**config.mk**
```make
export PLATFORM = sky130hd
export DESIGN_NAME = lzx_irq_ctrl
export DESIGN_NICKNAME = d
export VERILOG_FILES = /design/src/rtl/lzx_irq_pkg.sv /design/src/rtl/lzx_74HC148.sv /design/src/rtl/lzx_irq_ctrl.sv
export SDC_FILE = /design/constraint.sdc
export NUM_CORES = 1
export LEC_CHECK = 0
export BUFFER_PORTS_ARGS = -buffer_cell sky130_fd_sc_hd__buf_4
export CAP_MARGIN = 20
export CORE_ASPECT_RATIO = 0.9
export CORE_UTILIZATION = 47
export CTS_CLUSTER_SIZE = 30
export DETAILED_ROUTE_END_ITERATION = 16
export PLACE_DENSITY = 0.76
export SLEW_MARGIN = 20
export SYNTH_ARGS = -nofsm -noshare
export SYNTH_HDL_FRONTEND = slang
export SYNTH_SLANG_ARGS = --single-unit
```
**constraint.sdc**
```tcl
create_clock -name clk -period 1.75 [get_ports clk]
set_input_delay 0.35 -clock clk [delete_from_list [all_inputs] [get_ports clk]]
set_output_delay 0.35 -clock clk [all_outputs]
set_load 0.01 [all_outputs]
```
**src/rtl/lzx_irq_pkg.sv**
```systemverilog
// Shared types and sizes for the lzx_irq_ctrl interrupt controller.
package lzx_irq_pkg;
  localparam int NUM_CH = 8;
  localparam int VEC_W  = 3;

  typedef enum logic [1:0] {
    IDLE = 2'd0,
    REQ  = 2'd1,
    SERV = 2'd2
  } state_t;
endpackage

```
**src/rtl/lzx_74HC148.sv**
```systemverilog
// Behavioural 74HC148 8-to-3 priority encoder: active-low inputs and outputs, input 7 highest.
module lzx_74HC148 (
  input  logic [7:0] din,
  input  logic       EI_n,
  output logic [2:0] dout_n,
  output logic       GS_n,
  output logic       EO_n
);
  always_comb begin
    dout_n = 3'b111;
    GS_n   = 1'b1;
    EO_n   = 1'b1;
    if (!EI_n) begin
      EO_n = 1'b0;
      for (int i = 0; i < 8; i++) begin
        if (!din[i]) begin
          dout_n = ~3'(i);
          GS_n   = 1'b0;
          EO_n   = 1'b1;
        end
      end
    end
  end
endmodule

```
**src/rtl/lzx_irq_ctrl.sv**
```systemverilog
// Eight-channel interrupt controller: latches requests, masks, arbitrates via lzx_74HC148, irq/ack/eoi handshake.
// Define LZX_IRQ_ROTATE_EN for rotating priority; default build uses fixed priority (ch7 highest).
module lzx_irq_ctrl
  import lzx_irq_pkg::*;
#(
  parameter bit LEVEL_MODE = 1'b0
) (
  input  logic             clk,
  input  logic             rst,
  input  logic [NUM_CH-1:0] req_n,
  input  logic [NUM_CH-1:0] mask,
  input  logic             ack,
  input  logic             eoi,
  output logic             irq,
  output logic [VEC_W-1:0] vec,
  output logic             vec_valid,
  output logic             busy,
  output logic [NUM_CH-1:0] pend
);
  state_t              r_state, w_state_nxt;
  logic [NUM_CH-1:0]   r_req_prev, r_pend;
  logic [NUM_CH-1:0]   w_elig, w_rot, w_set, w_clr;
  logic [VEC_W-1:0]    r_vec, w_enc, w_win;
  logic                r_vec_valid;
  logic [2:0]          w_dout_n;
  logic                w_gs_n, w_eo_n, w_any, w_take;

  assign w_elig = r_pend & ~mask;
  assign w_set  = ~req_n & ~r_req_prev;

`ifdef LZX_IRQ_ROTATE_EN
  logic [VEC_W-1:0] r_ptr, w_shift;

  // Rotate so channel r_ptr lands on encoder input 7; undo the offset on the way out.
  assign w_shift = r_ptr + 3'd1;

  always_comb begin
    w_rot = '0;
    for (int j = 0; j < NUM_CH; j++)
      w_rot[j] = w_elig[VEC_W'(VEC_W'(j) + w_shift)];
  end

  assign w_win = w_enc + w_shift;

  always_ff @(posedge clk) begin
    if (rst)
      r_ptr <= 3'd7;
    else if (r_state == SERV && eoi)
      r_ptr <= r_vec - 3'd1;
  end
`else
  assign w_rot = w_elig;
  assign w_win = w_enc;
`endif

  lzx_74HC148 u_enc (
    .din    (~w_rot),
    .EI_n   (1'b0),
    .dout_n (w_dout_n),
    .GS_n   (w_gs_n),
    .EO_n   (w_eo_n)
  );

  assign w_enc  = ~w_dout_n;
  // GS_n low already implies EO_n high; both are folded in so no encoder output dangles.
  assign w_any  = !w_gs_n && w_eo_n;
  assign w_take = (r_state == REQ) && ack && w_any;
  assign w_clr  = w_take ? (NUM_CH'(1) << w_win) : '0;

  always_comb begin
    w_state_nxt = r_state;
    irq         = 1'b0;
    busy        = 1'b0;
    case (r_state)
      IDLE: if (w_any) w_state_nxt = REQ;
      REQ: begin
        irq = 1'b1;
        if (!w_any)   w_state_nxt = IDLE;
        else if (ack) w_state_nxt = SERV;
      end
      SERV: begin
        busy = 1'b1;
        if (eoi) w_state_nxt = IDLE;
      end
      default: w_state_nxt = IDLE;
    endcase
  end

  always_ff @(posedge clk) begin
    if (rst) begin
      r_state     <= IDLE;
      r_req_prev  <= '0;
      r_pend      <= '0;
      r_vec       <= '0;
      r_vec_valid <= 1'b0;
    end else begin
      r_state    <= w_state_nxt;
      r_req_prev <= ~req_n;
      // A fresh edge on the granted channel re-arms it: set wins over clear.
      if (LEVEL_MODE) r_pend <= ~req_n;
      else            r_pend <= (r_pend & ~w_clr) | w_set;
      if (w_take) begin
        r_vec       <= w_win;
        r_vec_valid <= 1'b1;
      end else if (r_state == SERV && eoi) begin
        r_vec_valid <= 1'b0;
      end
    end
  end

  assign vec       = r_vec;
  assign vec_valid = r_vec_valid;
  assign pend      = r_pend;
endmodule

```
==> metrics.md <==
| Metric | Value |
|---|---|
| Status | finished clean |
| Worst EP required | between 1500 and 2000 ps |
| Synth cell types | 33 |
| Hold/Removal Path Class | input port to flip-flop |
| # IOs | 34 |
| Part of the Yosys area used for sequential elements | 0.464 |
| Max-slew headroom | 0.788 |
| Metal3 WL | a little over 100 µm |
| Clock-pin slew on the worst setup and hold paths | 110 ps |
| Via Count | about 920 |
| Initial core utilization | 0.495 |
| FP Rows | 15 |
| Core Region | about 1900 µm² |
| Pwr Density | about 800 nW/µm² |
| P&R area growth vs syn | 33.4% |
| RSZ-0062 raised after global routing | no |
| WHS | between 150 and 200 ps |
| WP data arrival | 1880 ps |
| Largest net degree at the start of global routing | 26 |
| Post-route cell area | between 1000 and 1500 µm² |
| CTS root buf | clkbuf_4 |
| First-pass GRT wire length | between 3000 and 4000 µm |
| Drt total wl | between 2000 and 2500 µm |
| Ys Warns | 0 |
| Max layer used | met4 |
| Final Setup Violations | 0 |
| Final hold vios | 0 |
| Inst Count DP | between 150 and 200 |
| Setup TNS | 0 ps |
| Vias per std cell | ~5.4 |
| Drt drc | 0 |
| Routed len/inst | about 13 µm |
| Port Buffers | 33 |
| Final period utilization | 0.961 |
| Clock Path Buffers | 2 |
| Cells after Synth | between 100 and 150 |
| Final Skew | ~1.9 ps |
| Main synth FF type | dfxtp_1 |
| #FFs+latches synth | 22 |
| Syn Nets | about 130 |
| Met1 WL | approximately 920 µm |
| Worst r2r path cells | 4 |
| Final net count | around 170 |
| CTS Buf Count | 3 |
| Total global-route track usage | 0.232 |
| Maxcap violations | 0 |
| Setup Fix Bufs, Post-CTS | 0 |
| Most frequent cells in the layout | buf_4, nor2_1, dfxtp_1 |
| Crit Path Max Fanout | 4 |
| Worst-Skew Late Latency | 300 ps |
| Layout cells sized above 1 | 0.313 |
| Post-CTS resize count | 0 |
| Ys async rst share | 0 |
| Worst Setup Path Type | flip-flop to flip-flop |
| Fin crit period | 1680 ps |
| Least-Margin Pin Slew | between 300 and 400 ps |
| CTS tree | yes |
| Hold-fix buffers at CTS | 0 |
| Pwr Total | between 1000 and 1500 µW |
| H-tree levels | 1 |
| ANT cells | 0 |
| Peak Freq | roughly 590 MHz |
| Die area | roughly 2200 µm² |
| Initial antenna violation count | 0 |
| Final std cells w/o fill | approximately 170 |
| GRT overflow | 0 |
| Synthesized area per cell | roughly 8.9 µm² |
| EDFF count, synth | 0 |
| TritonRoute pass-1 iters | 4 |
| Worst Hold Depth | 2 |
| Crit path launch type | flip-flop |
| Peak VDD IR | slightly below 0.0006 V |
| Initial DRC Count | 8 |
| Pins over their slew limit | 0 |
| Mapped Area | 948 µm² |
| Vias in the first global route | between 900 and 1k |
| Leakage | 0.000530 µW |
| Hpwl dp | 1680 µm |
| Critical path endpoint category | flip-flop |
| Wire length on met2 | ~1100 µm |
| Final GP Congestion | approximately 0.78 |
| Dpl cell area | between 1000 and 1500 µm² |
| DRT antenna net count | 0 |
| Most common cell after layout, fill and taps aside | buf_4 |
| Die width | between 40 and 50 µm |
| Clk sinks | 22 |
| Die H | 44.6 µm |
==> area by class of cell <==
type / instances / area, µm²
Fill cell: 174 / 649
Multi-Input combinational cell: 82 / 497
Sequential cell: 22 / 440
Timing Repair Buffer: 36 / 270
Tap cell: 25 / 31.3
Clock buffer: 3 / 22.5
Inverter: 1 / 3.75
==> cells by family after synthesis <==
group,Yosys count,share of synthesized area
AO/OA/AOI/OAI,25,0.187
buffers and inverters,3,0.0119
flip-flops,22,0.464
multiplexers,1,0.0119
AND/OR/NAND/NOR,56,0.325
==> critical path: stages, from the launching register on <==
cell     delay, ps
dfxtp_1        350
nor2b_4        140
or4_4          560
o21ai_2        190
mux2_1         330
==> sequential cells by signal, indices dropped and copies added, names as in the netlist <==
register    flops
vec             3
r_req_prev      8
r_state         2
vec_valid       1
pend            8
==> metrics by stage <==
step / setup slack, ps / util
after detailed placement: 18.1 / 0.649
after CTS: 62.1 / 0.661
after global placement: 32.2 / 0.649
after global routing: 8.76 / 0.661
final: 68.7 / 0.661
after floorplan: 108 / -
==> cell usage after synthesis (2+ instances only) <==
library cell | instances | share of area
a211oi_1 | 7 | 0.055
a21oi_1 | 5 | 0.026
dfxtp_1 | 22 | 0.46
nand2_1 | 3 | 0.012
nand2b_1 | 6 | 0.040
nand3b_1 | 2 | 0.016
nor2_1 | 24 | 0.095
nor2b_1 | 6 | 0.040
nor2b_4 | 2 | 0.029
nor3_1 | 4 | 0.021
nor4_1 | 2 | 0.013
o211ai_1 | 2 | 0.016
o21ai_0 | 2 | 0.011
==> per-layer routing <==
metal	vias up	global-route usage
met5	-	0
met4	0	0.0588
met3	4	0.0619
met2	28	0.449
met1	431	0.252
li1	454	-
==> power by group <==
| part | internal (µW) | switching [µW] | leakage [µW] |
|---|---|---|---|
| combinational | 118 | 113 | 0.000334 |
| clock | 80.3 | 139 | 0.0000138 |
| sequential | 536 | 22.7 | 0.000182 |
==> worst paths after layout <==
path / slack [ps] / start / end
hold / removal: 200 / req_n[7] / r_req_prev[7]
hold reg to reg: 470 / vec_valid / vec_valid
setup reg to reg: 70 / pend[2] / vec[1]
setup / recovery: 70 / pend[2] / vec[1]
Power figures use the tool's default switching activity.
